<file path="config.mk">
export PLATFORM = sky130hd
export DESIGN_NAME = output_record_serializer
export DESIGN_NICKNAME = d
export VERILOG_FILES = /design/src/rtl/output_record_serializer.sv
export SDC_FILE = /design/constraint.sdc
export NUM_CORES = 1
export LEC_CHECK = 0
export CORE_MARGIN = 5
export CORE_UTILIZATION = 64
export DETAILED_ROUTE_END_ITERATION = 6
export PLACE_DENSITY = 0.82
export SETUP_SLACK_MARGIN = 0.4
export SLEW_MARGIN = 0
export SYNTH_ARGS = -nofsm -noshare
export SYNTH_HDL_FRONTEND = slang
export SYNTH_SLANG_ARGS = --single-unit
export TNS_END_PERCENT = 20
</file>
<file path="constraint.sdc">
create_clock -name clk -period 14.08 [get_ports clk]
set_clock_uncertainty 0.05 [all_clocks]
set_input_delay 3.52 -clock clk [delete_from_list [all_inputs] [get_ports clk]]
set_output_delay 3.52 -clock clk [all_outputs]
set_load 0.005 [all_outputs]
</file>
<file path="src/rtl/output_record_serializer.sv">
// Captures changed 40-bit output records into a circular FIFO and streams each one
// out as five bytes, MSB first, over a valid/ready byte interface.
module output_record_serializer #(
    parameter int unsigned DEPTH = 8
) (
    input  logic        clk,
    input  logic        reset,
    input  logic [39:0] data,
    input  logic        enable,
    input  logic        clear_ovf,
    input  logic        tx_ready,
    output logic [7:0]  tx_data,
    output logic        tx_valid,
    output logic [4:0]  fifo_count,
    output logic        overflow,
    output logic        busy
);

    localparam int unsigned PW      = (DEPTH > 1) ? $clog2(DEPTH) : 1;
    localparam logic [4:0]  DEPTH_C = 5'(DEPTH);

    typedef enum logic {StIdle, StSend} state_t;

    state_t        r_state;
    logic [39:0]   r_shreg;
    logic [2:0]    r_idx;
    logic [39:0]   r_mem [DEPTH];
    logic [PW-1:0] r_wptr;
    logic [PW-1:0] r_rptr;
    logic [4:0]    r_count;
    logic          r_overflow;
    logic [39:0]   r_last_rec;
    logic          r_last_valid;

    logic        w_send;
    logic        w_last_beat;
    logic        w_pop;
    logic        w_new;
    logic        w_push;
    logic        w_drop;
    logic [39:0] w_head;

    assign w_send      = (r_state == StSend);
    assign w_last_beat = w_send && tx_ready && (r_idx == 3'd4);
    // The head is taken either from idle or on the final beat, so records chain with no bubble.
    assign w_pop       = (r_count != 5'd0) && (!w_send || w_last_beat);
    assign w_head      = r_mem[r_rptr];
    assign w_new       = enable && (!r_last_valid || (data != r_last_rec));
    assign w_push      = w_new && ((r_count != DEPTH_C) || w_pop);
    assign w_drop      = w_new && !w_push;

    always_ff @(posedge clk) begin
        if (w_push) begin
            r_mem[r_wptr] <= data;
        end
    end

    always_ff @(posedge clk or negedge reset) begin
        if (!reset) begin
            r_wptr       <= '0;
            r_rptr       <= '0;
            r_count      <= '0;
            r_overflow   <= 1'b0;
            r_last_rec   <= '0;
            r_last_valid <= 1'b0;
        end else begin
            if (w_push) begin
                r_wptr <= r_wptr + 1'b1;
            end
            if (w_pop) begin
                r_rptr <= r_rptr + 1'b1;
            end
            unique case ({w_push, w_pop})
                2'b10:   r_count <= r_count + 5'd1;
                2'b01:   r_count <= r_count - 5'd1;
                default: r_count <= r_count;
            endcase
            // A drop wins over a coincident clear.
            if (w_drop) begin
                r_overflow <= 1'b1;
            end else if (clear_ovf) begin
                r_overflow <= 1'b0;
            end
            if (enable) begin
                r_last_rec   <= data;
                r_last_valid <= 1'b1;
            end else begin
                r_last_valid <= 1'b0;
            end
        end
    end

    always_ff @(posedge clk or negedge reset) begin
        if (!reset) begin
            r_state <= StIdle;
            r_shreg <= '0;
            r_idx   <= '0;
        end else begin
            unique case (r_state)
                StIdle: begin
                    if (w_pop) begin
                        r_shreg <= w_head;
                        r_idx   <= '0;
                        r_state <= StSend;
                    end
                end
                StSend: begin
                    if (tx_ready) begin
                        if (r_idx != 3'd4) begin
                            r_shreg <= {r_shreg[31:0], 8'h00};
                            r_idx   <= r_idx + 3'd1;
                        end else if (w_pop) begin
                            r_shreg <= w_head;
                            r_idx   <= '0;
                        end else begin
                            // Clear so tx_data reads zero while idle.
                            r_shreg <= '0;
                            r_idx   <= '0;
                            r_state <= StIdle;
                        end
                    end
                end
                default: r_state <= StIdle;
            endcase
        end
    end

    assign tx_data    = r_shreg[39:32];
    assign tx_valid   = w_send;
    assign fifo_count = r_count;
    assign overflow   = r_overflow;
    assign busy       = w_send || (r_count != 5'd0);

endmodule

</file>
==> impl_metrics.csv, run 1 <==
group,metric,value,unit
placed_design,dp_hpwl,19.7,mm
global_routing,grt_max_degree,69,
timing,tns,0,ns
drt,drt-total-wl,34.8,mm
setup_path,ff2ff_setup_slack,9.88,ns
synth,synthAdderAreaFrac,0.608,%
die,dieWidth,170,µm
setup_path,rr_endpoint,"fifo_count[4]$_DFFE_PN0P_",
synth,synth_area_leaders,"edfxtp_1, dfrtp_1, mux4_2",
synth,synth_nets,916,
setup_path,reg2reg_depth,15,
drt,first_iter_violations,907,
drt,drc_errors,0,
outcome,status,"finished clean",
timing,fmax,134,MHz
synth,synth-seq-cells,417,
cells_and_area,drive_gt1_share,23.2,%
synth,syn_avg_cell_area,19.1,µm²
run,drv_cap,0,
global_routing,grt_pass1_vias,8947,
setup_path,path_common_cell,"xor2_1",
timing,whs,0.467,ns
synth,yosys.area.top_type,"edfxtp_1",
cells_and_area,multiInputGateArea,0.00420,mm²
clock_tree,htreeDepth,2,
die,start_util,65.2,%
synth,async_reset_ff_share,23.3,%
cells_and_area,fin_nets,991,
drt,vias,8477,
global_routing,antenna_found_initial,3,
die,die_area,0.0290,mm²
clock_tree,holdBufCountCts,0,
setup_path,worst_setup_path_start_kind,"input port",
cells_and_area,final_core_util,74.4,%
setup_path,path_cells,"clkdlybuf4s50_1 -> nor2b_1 -> a2111oi_0 -> nand4_1 -> nor4_2 -> buf_4 -> nand3b_2 -> ha_1 -> xor2_1 -> ha_1 -> a21boi_0 -> o22a_1 -> a21oi_1 -> xor2_1 -> nor2_1 -> xor2_1",
setup_path,r2r_start,"r_last_rec[7]$_DFFE_PN0P_",
hold_path,holdPathStages,2,
drt,viasPerCell,6.52,
timing,layout_min_cycle_time,7.47,ns
clock_tree,cts_tree,"built",
drt,dr.pass1.iters,5,
power_and_ir_drop,power.total,3510,µW
drt,antenna_left,0,
synth,synth_top_area_share,58.4,%
synth,yosys.cell_types.count,43,
setup_path,cp-end-kind,"register",
placed_design,port_buffers,60,
die,core-area,0.0253,mm²
setup_path,critPathRequiredTime,14.48,ns
clock_tree,clock-root-buffer,"clkbuf_16",
synth,ys_seq_area_share,73.1,%
synth,synth-compound-area-share,3.65,%
placed_design,place_congestion,0.812,
synth,synth_simple_gate_area_share,2.49,%
cells_and_area,design_area,0.0188,mm²
global_routing,grt_usage,24.9,%
setup_path,crit_type,"in2reg",
cells_and_area,mostFrequentLayoutCells,"edfxtp_1, dfrtp_1, mux4_2, clkdlybuf4s50_1, o21ai_0",
die,rows,58,
cells_and_area,seqCellArea,0.0120,mm²
synth,synth_top_family_by_area,"multiplexers",
clock_tree,cts_max_path_buffers,3,
hold_path,worstHoldStart,"r_shreg[10]$_DFFE_PN0P_",
clock_tree,numCtsBuffers,41,
setup_path,path_delay_family,"compound AO/OA/AOI/OAI gates",
setup_path,critPathMaxFanout,11,
drt,wl_per_cell,26.7,µm
clock_tree,cts_setup_buffers,0,
clock_tree,cts_sinks,417,
hold_path,hp-class,"reg2reg",
hold_path,min_delay_worst_endpoint,"r_shreg[10]$_DFFE_PN0P_",
synth,synth_ff_type,"edfxtp_1",
cells_and_area,fill_cells,1432,
timing,slew_headroom,31.4,%
synth,synth_cells,863,
power_and_ir_drop,ir_drop,0.116,mV
clock_tree,clkTransAtPathRegs,0.06,ns
cells_and_area,num_antenna_cells,0,
timing,tightest_slew,1.03,ns
clock_tree,insertion_delay,0.53,ns
cells_and_area,final_common_cell,"edfxtp_1",
cells_and_area,areaGrowthSynthToFinish,14.2,%
global_routing,grt-ovfl-total,0,
synth,synth_edf_count,320,
die,ioPinCount,61,
synth,synth_xor_area_share,2.29,%
power_and_ir_drop,leakage,0.00647,µW
timing,maxSlewViolCount,0,
timing,rsz0062_at_grt,"no",
setup_path,path_buf_inv,2,
setup_path,arrival,7.87,ns
die,dieHeight,170,µm
setup_path,slowest_stage,"clkdlybuf4s50_1",
synth,synth_mux_area_share,16.1,%
power_and_ir_drop,p_per_area,187,mW/mm²
timing,hold_viol_final,0,
clock_tree,cts_resized,0,
placed_design,placed_cell_area,0.0175,mm²
timing,setup_viol,0,
synth,netlist_area,0.0165,mm²
global_routing,grt_first_pass_wirelength,53.8,mm
synth,yosysWarnings,0,
setup_path,max_stage_delay,0.66,ns
timing,fin_crit_sh,53.1,%
==> power breakdown <==
part / internal (µW) / total [µW] / switching [µW]
sequential: 1530 / 1690 / 155
combinational: 383 / 766 / 383
clock: 624 / 1060 / 433
total: 2540 / 3510 / 971
==> routing by layer <==
layer / global-route usage [%] / wire (µm) / vias up
met5: 0 / 28 / -
met2: 39.1 / 16900 / 385
met1: 34.7 / 13500 / 4410
li1: - / - / 3583
met3: 6.32 / 3010 / 93
met4: 9.17 / 1270 / 6
==> cell usage after synthesis, types with 4 or more instances <==
library cell,count
nor4_1,15
nand3_1,4
inv_1,9
mux4_2,80
buf_4,8
o21ai_0,48
nand2b_1,6
nor2b_1,8
xor2_1,33
clkbuf_1,26
ha_1,8
edfxtp_1,320
mux2i_1,40
xnor2_1,10
buf_1,5
nand2_1,30
a22oi_1,32
mux2_2,39
buf_2,14
dfrtp_1,97
==> through the flow <==
| stage | cells | setup slack [ns] |
|---|---|---|
| 3_3_place_gp | 1225 | 6.54 |
| 4_1_cts | 1301 | 6.74 |
| 6_report | 1301 | 6.61 |
| 3_5_place_dp | 1225 | 6.37 |
| 5_1_grt | 1301 | 6.51 |
| 2_1_floorplan | 863 | 5.38 |
==> area by class of cell <==
class / count / area share [%]
clock buffer: 59 / 6.31
clock inverter: 17 / 0.739
inverter: 9 / 0.180
multi-input combinational: 384 / 22.3
sequential: 417 / 64.1
tap: 330 / 2.20
timing repair buffer: 85 / 4.15
==> registers in the layout (all words and copies together) (netlist names) <==
register	flops
fifo_count	5
overflow	1
r_idx	3
r_last_rec	40
r_last_valid	1
r_mem	320
r_rptr	3
r_shreg	40
r_wptr	3
tx_valid	1
==> tightest hold or removal path: stages, from the launching register on <==
cell     delay [ns]
dfrtp_1        0.34
a22oi_1        0.07
o21ai_0        0.07
==> worst max-delay path by stage <==
stage / start / end / slack, ns / cells past startpoint
finish: data[3] / fifo_count[4]$_DFFE_PN0P_ / 6.61 / 16
global route: data[7] / fifo_count[4]$_DFFE_PN0P_ / 6.51 / 16
CTS: data[23] / fifo_count[4]$_DFFE_PN0P_ / 6.74 / 16
detailed placement: data[15] / fifo_count[4]$_DFFE_PN0P_ / 6.37 / 16
global placement: data[23] / fifo_count[4]$_DFFE_PN0P_ / 6.54 / 16
floorplan: enable / r_mem[1][0]$_DFFE_PP_ / 5.38 / 4
==> cell families after synthesis <==
logic type               after synthesis
AO/OA/AOI/OAI                         96
buffers and inverters                 62
AND/OR/NAND/NOR                       77
flip-flops                           417
adder cells (fa/ha/maj)                8
multiplexers                         160
XOR/XNOR                              43
Note: power is estimated with default switching activity, not from simulation.
==> run 2, diff against run 1 <==
--- a/config.mk
+++ b/config.mk
@@ -6,9 +6,9 @@
 export NUM_CORES = 1
 export LEC_CHECK = 0
 export CORE_MARGIN = 5
-export CORE_UTILIZATION = 64
+export CORE_UTILIZATION = 55
 export DETAILED_ROUTE_END_ITERATION = 6
-export PLACE_DENSITY = 0.82
+export PLACE_DENSITY = 0.75
 export SETUP_SLACK_MARGIN = 0.4
 export SLEW_MARGIN = 0
 export SYNTH_ARGS = -nofsm -noshare
==> constraint.sdc (replaced) <==
create_clock -name clk -period 6.5 [get_ports clk]
set_clock_uncertainty 0.05 [all_clocks]
set_input_delay 1.625 -clock clk [delete_from_list [all_inputs] [get_ports clk]]
set_output_delay 1.625 -clock clk [all_outputs]
set_load 0.005 [all_outputs]
==> impl_metrics.csv, run 2 (synthesis gave the netlist of run 1 again) <==
group,metric,value,unit
setup_path,startpoint,"data[15]",
die,ioPinCount,61,
setup_path,r2r_start,"r_last_rec[6]$_DFFE_PN0P_",
clock_tree,cts_max_path_buffers,3,
setup_path,rr_endpoint,"fifo_count[4]$_DFFE_PN0P_",
setup_path,critPathMaxFanout,10,
drt,drc_errors,0,
timing,slew_headroom,36.8,%
clock_tree,clock-root-buffer,"clkbuf_16",
die,dieWidth,183,µm
die,start_util,55.7,%
drt,antenna_left,0,
setup_path,arrival,5.62,ns
timing,maxSlewViolCount,0,
global_routing,grt.busiest_layer,"met2",
global_routing,grt_usage,20.8,%
outcome,status,"finished clean",
cells_and_area,final_common_cell,"edfxtp_1",
setup_path,crit_type,"in2reg",
timing,rsz0062_at_grt,"no",
cells_and_area,largest_reg_flops,320,
global_routing,antenna_found_initial,3,
cells_and_area,top_register,"r_mem",
global_routing,gr-usage-met3,4.44,%
run,drv_cap,0,
cells_and_area,seqCellArea,0.0120,mm²
die,rows,63,
timing,fmax,190,MHz
die,dieHeight,183,µm
global_routing,grt_first_pass_wirelength,52.5,mm
setup_path,cp-end-kind,"register",
clock_tree,cts_tree,"built",
drt,first_iter_violations,850,
drt,viasPerCell,6.09,
clock_tree,htreeDepth,2,
global_routing,grt_pass1_vias,8558,
timing,layout_min_cycle_time,5.26,ns
setup_path,crit_path_end,"fifo_count[4]$_DFFE_PN0P_",
power_and_ir_drop,power.total,7790,µW
timing,fin_crit_sh,80.9,%
cells_and_area,multiInputGateArea,0.00421,mm²
placed_design,place_congestion,0.772,
drt,wl_per_cell,25.5,µm
cells_and_area,drive_gt1_share,23.7,%
timing,tightest_slew,0.940,ns
global_routing,met1_usage,30.4,%
timing,setup_viol,0,
die,die_area,0.0335,mm²
global_routing,grt-ovfl-total,0,
cells_and_area,mostFrequentLayoutCells,"edfxtp_1, dfrtp_1, mux4_2, clkdlybuf4s50_1, o21ai_0",
clock_tree,cts_setup_buffers,0,
setup_path,ff2ff_setup_slack,2.56,ns
setup_path,worst_setup_path_start_kind,"input port",
power_and_ir_drop,p_per_area,410,mW/mm²
clock_tree,cts_resized,0,
drt,dr.pass1.iters,5,
clock_tree,numCtsBuffers,43,
cells_and_area,areaGrowthSynthToFinish,15.6,%
power_and_ir_drop,ir_drop,0.226,mV
global_routing,grtUsageMet2,32.8,%
drt,vias,8323,
timing,hold_viol_final,0,
die,core-area,0.0296,mm²
placed_design,dp_hpwl,19.2,mm
clock_tree,clkTransAtPathRegs,0.06,ns
cells_and_area,fill_cells,1993,
global_routing,grt_max_degree,61,
clock_tree,insertion_delay,0.54,ns
drt,drt-total-wl,34.8,mm
cells_and_area,reg_top3,"r_mem: 320 flops, r_last_rec: 40 flops, r_shreg: 40 flops",
setup_path,critPathRequiredTime,6.86,ns
clock_tree,cts_sinks,417,
power_and_ir_drop,leakage,0.00654,µW
hold_path,hp-class,"reg2reg",
placed_design,port_buffers,60,
setup_path,reg2reg_depth,14,
cells_and_area,fin_nets,994,
timing,tns,0,ns
clock_tree,holdBufCountCts,0,
-- run 2: changes by cell type in the layout (fill, tap and decap cells not counted) --
cell,change
buf_4,+1
inv_6,-1
clkinvlp_4,+1
diode_2,+1
clkbuf_16,+2
a21oi_4,+1
bufinv_16,+3
clkinv_1,+2
a21oi_2,-1
clkbuf_1,-4
-- run 2: layout make-up --
| class | instances | area share (%) |
|---|---|---|
| antenna | 1 | 0.0132 |
| clock buffer | 57 | 6.42 |
| clock inverter | 22 | 1.24 |
| inverter | 9 | 0.178 |
| multi-input combinational | 384 | 22.1 |
| sequential | 417 | 63.3 |
| tap | 390 | 2.57 |
| timing repair buffer | 86 | 4.14 |
-- run 2: through the flow --
step           instances  setup WS (ns)  cell area (µm²)  utilization [%]  hold WS (ns)
2_1_floorplan        863         -0.305            16500                -         0.400
3_3_place_gp        1286          0.753            17600             59.4         0.420
3_5_place_dp        1286          0.732            17600             59.4         0.427
4_1_cts             1365           1.27            19000             64.3         0.440
5_1_grt             1366          0.958            19000             64.4         0.466
6_report            1366           1.24            19000             64.4         0.436
-- run 2: how the worst min path moves through the flow --
| stage | startpoint | endpoint | slack [ns] | cells past startpoint |
|---|---|---|---|---|
| detailed placement | r_shreg[3]$_DFFE_PN0P_ | r_shreg[3]$_DFFE_PN0P_ | 0.43 | 2 |
| finish | r_shreg[3]$_DFFE_PN0P_ | r_shreg[3]$_DFFE_PN0P_ | 0.44 | 2 |
| global placement | r_shreg[3]$_DFFE_PN0P_ | r_shreg[3]$_DFFE_PN0P_ | 0.42 | 2 |
| floorplan | r_shreg[0]$_DFFE_PN0P_ | r_shreg[0]$_DFFE_PN0P_ | 0.40 | 2 |
| CTS | r_shreg[3]$_DFFE_PN0P_ | r_shreg[3]$_DFFE_PN0P_ | 0.44 | 2 |
| global route | r_shreg[6]$_DFFE_PN0P_ | r_shreg[6]$_DFFE_PN0P_ | 0.47 | 2 |
-- run 2: critical path, cell delays in order --
cell,delay (ns)
clkdlybuf4s50_1,0.57
xor2_1,0.21
nor4_1,0.81
nand4_1,0.26
nor4_2,0.29
nand3b_2,0.23
ha_1,0.38
xor2_1,0.12
ha_1,0.22
o21a_1,0.18
o22a_1,0.19
a21oi_1,0.17
xor2_1,0.15
nor2_1,0.06
xor2_1,0.14
-- run 2: per-layer routing --
| metal | vias up | routed length [µm] |
|---|---|---|
| met5 | - | 23 |
| met4 | 4 | 692 |
| met3 | 50 | 2670 |
| met2 | 326 | 16700 |
| met1 | 4351 | 14700 |
| li1 | 3592 | - |
-- run 2: power breakdown --
group | internal [µW] | total, µW | switching, µW
Combinational | 833 | 1690 | 855
Clock | 1520 | 2500 | 980
Sequential | 3320 | 3610 | 286
Total | 5670 | 7790 | 2120
==> run 3, diff against run 2 <==
==> constraint.sdc (replaced) <==
create_clock -name clk -period 4.4 [get_ports clk]
set_clock_uncertainty 0.05 [all_clocks]
set_input_delay 1.1 -clock clk [delete_from_list [all_inputs] [get_ports clk]]
set_output_delay 1.1 -clock clk [all_outputs]
set_load 0.005 [all_outputs]
==> impl_metrics.csv, run 3 (synthesis gave the netlist of run 1 again) <==
group,metric,value,unit
outcome,status,"finished clean",
timing,setup_viol,0,
cells_and_area,areaGrowthSynthToFinish,19.6,%
placed_design,placed_cell_area,0.0181,mm²
timing,maxSlewViolCount,0,
drt,first_iter_violations,890,
cells_and_area,fin_nets,1056,
cells_and_area,num_antenna_cells,0,
placed_design,port_buffers,60,
timing,slew_headroom,26.4,%
hold_path,hp-class,"reg2reg",
cells_and_area,final_cells,1428,
setup_path,slowest_stage,"clkdlybuf4s50_1",
setup_path,max_stage_delay,0.53,ns
setup_path,startpoint,"data[3]",
clock_tree,clkTransAtPathRegs,0.06,ns
clock_tree,insertion_delay,0.54,ns
run,drv_cap,0,
power_and_ir_drop,leakage,0.00697,µW
timing,tightest_slew,1.10,ns
global_routing,grt_max_degree,51,
global_routing,met1_usage,31.7,%
global_routing,grt-ovfl-total,0,
cells_and_area,reg_top3,"r_mem: 320 flops, r_last_rec: 40 flops, r_shreg: 40 flops",
setup_path,arrival,4.22,ns
timing,fin_crit_sh,87.6,%
hold_path,holdPathStages,2,
global_routing,gr-usage-met3,4.32,%
global_routing,grt_pass1_vias,8901,
die,die_area,0.0335,mm²
setup_path,crit_type,"in2reg",
drt,viasPerCell,6.01,
clock_tree,numCtsBuffers,43,
clock_tree,cts_sinks,417,
power_and_ir_drop,p_per_area,592,mW/mm²
timing,fmax,259,MHz
setup_path,path_cells,"clkdlybuf4s50_1 -> nor2b_1 -> a2111oi_1 -> nand4_1 -> nor4_4 -> nand3b_4 -> ha_4 -> xor2_1 -> ha_2 -> o21a_1 -> o22a_1 -> a21oi_2 -> xor2_1 -> nor2_1 -> xor2_1",
setup_path,critPathRequiredTime,4.76,ns
drt,drt-total-wl,35.8,mm
placed_design,place_inst,1336,
clock_tree,htreeDepth,2,
clock_tree,cts_tree,"built",
global_routing,grt_first_pass_wirelength,55.0,mm
drt,antenna_left,0,
hold_path,worstHoldStart,"r_shreg[7]$_DFFE_PN0P_",
die,ioPinCount,61,
cells_and_area,mostFrequentLayoutCells,"edfxtp_1, dfrtp_1, mux4_2, buf_4, o21ai_0",
power_and_ir_drop,ir_drop,0.376,mV
timing,hold_viol_final,0,
timing,layout_min_cycle_time,3.86,ns
die,start_util,55.7,%
timing,whs,0.444,ns
die,core-area,0.0296,mm²
die,dieHeight,183,µm
global_routing,antenna_found_initial,0,
setup_path,reg2reg_depth,14,
clock_tree,holdBufCountCts,0,
drt,wl_per_cell,25.1,µm
timing,rsz0062_at_grt,"no",
setup_path,critPathMaxFanout,5,
global_routing,grt.busiest_layer,"met2",
cells_and_area,drive_gt1_share,29.3,%
drt,drc_errors,0,
cells_and_area,final_core_util,66.6,%
cells_and_area,design_area,0.0197,mm²
cells_and_area,top_register,"r_mem",
clock_tree,clock-root-buffer,"clkbuf_16",
placed_design,dp_hpwl,21.4,mm
setup_path,worst_setup_path_start_kind,"input port",
setup_path,cp-end-kind,"register",
setup_path,path_common_cell,"xor2_1",
cells_and_area,final_common_cell,"edfxtp_1",
cells_and_area,largest_reg_flops,320,
die,dieWidth,183,µm
placed_design,place_congestion,0.824,
drt,vias,8580,
setup_path,r2r_start,"r_last_rec[14]$_DFFE_PN0P_",
global_routing,grtUsageMet2,33.9,%
drt,dr.pass1.iters,5,
die,rows,63,
clock_tree,cts_max_path_buffers,3,
global_routing,grt_usage,21.7,%
[run 3: changes by cell type in the layout (fill, tap and decap cells not counted), moves of 3 or more]
| cell | delta |
|---|---|
| nor4_2 | -5 |
| buf_4 | +53 |
| nor4_4 | +9 |
| nor4_1 | -4 |
| clkdlybuf4s50_1 | -16 |
| clkinv_1 | +3 |
| dlygate4sd2_1 | +5 |
| buf_12 | +5 |
| buf_6 | +3 |
| dlymetal6s2s_1 | +11 |
[run 3: worst max-delay path: cells and delay by family]
kind / cells / cell delay, ns
and+or+nand+nor: 5 / 1.09
AOI/OAI and AO/OA: 4 / 0.80
buffers and inverters: 1 / 0.53
xor gates and xnor gates: 3 / 0.35
adders and majority gates: 2 / 0.34
[run 3: per-layer routing]
layer	part of all wire (%)	vias up
met5	0	-
met4	2.8	0
met3	6.7	73
met2	49	312
met1	42	4484
li1	-	3711
[run 3: area by class of cell]
cell class              count  area (µm²)
inverters                   9        33.8
fillers                  1947        9880
flip-flops and latches    417       12000
clock inverters            25         214
clock buffers              55        1170
repair buffers            148        1350
well taps                 390         488
multi-input cells         384        4380
[run 3: stage by stage]
step	setup TNS (ns)	worst slack, ns	power (µW)
3_3_place_gp	-0.208	-0.208	8140
5_1_grt	0	0.396	12200
4_1_cts	0	0.406	11800
3_5_place_dp	-0.264	-0.264	8220
6_report	0	0.544	11600
2_1_floorplan	-69.99	-0.242	7170
[run 3: final timing paths]
check | to | slack [ns]
min reg2reg | r_shreg[7]$_DFFE_PN0P_ | 0.44
max | fifo_count[4]$_DFFE_PN0P_ | 0.54
max reg2reg | fifo_count[4]$_DFFE_PN0P_ | 1.15
max in group asynchronous | r_shreg[3]$_DFFE_PN0P_ | 2.90
min | r_shreg[7]$_DFFE_PN0P_ | 0.44
min in group asynchronous | r_idx[0]$_DFFE_PN0P_ | 0.59
[run 3: where the power goes]
part	internal, µW	switching [µW]	leakage [µW]
clock network	2070	1450	0.000685
logic	1390	1340	0.00217
registers	4920	485	0.00412
[run 3: repair_timing]
item | CTS | global route
gates resized for setup | 14 | 24
setup buffers | 0 | 11
pin swaps | 3 | 12
setup endpoints to repair | 1 | 1
gates cloned | 0 | 1
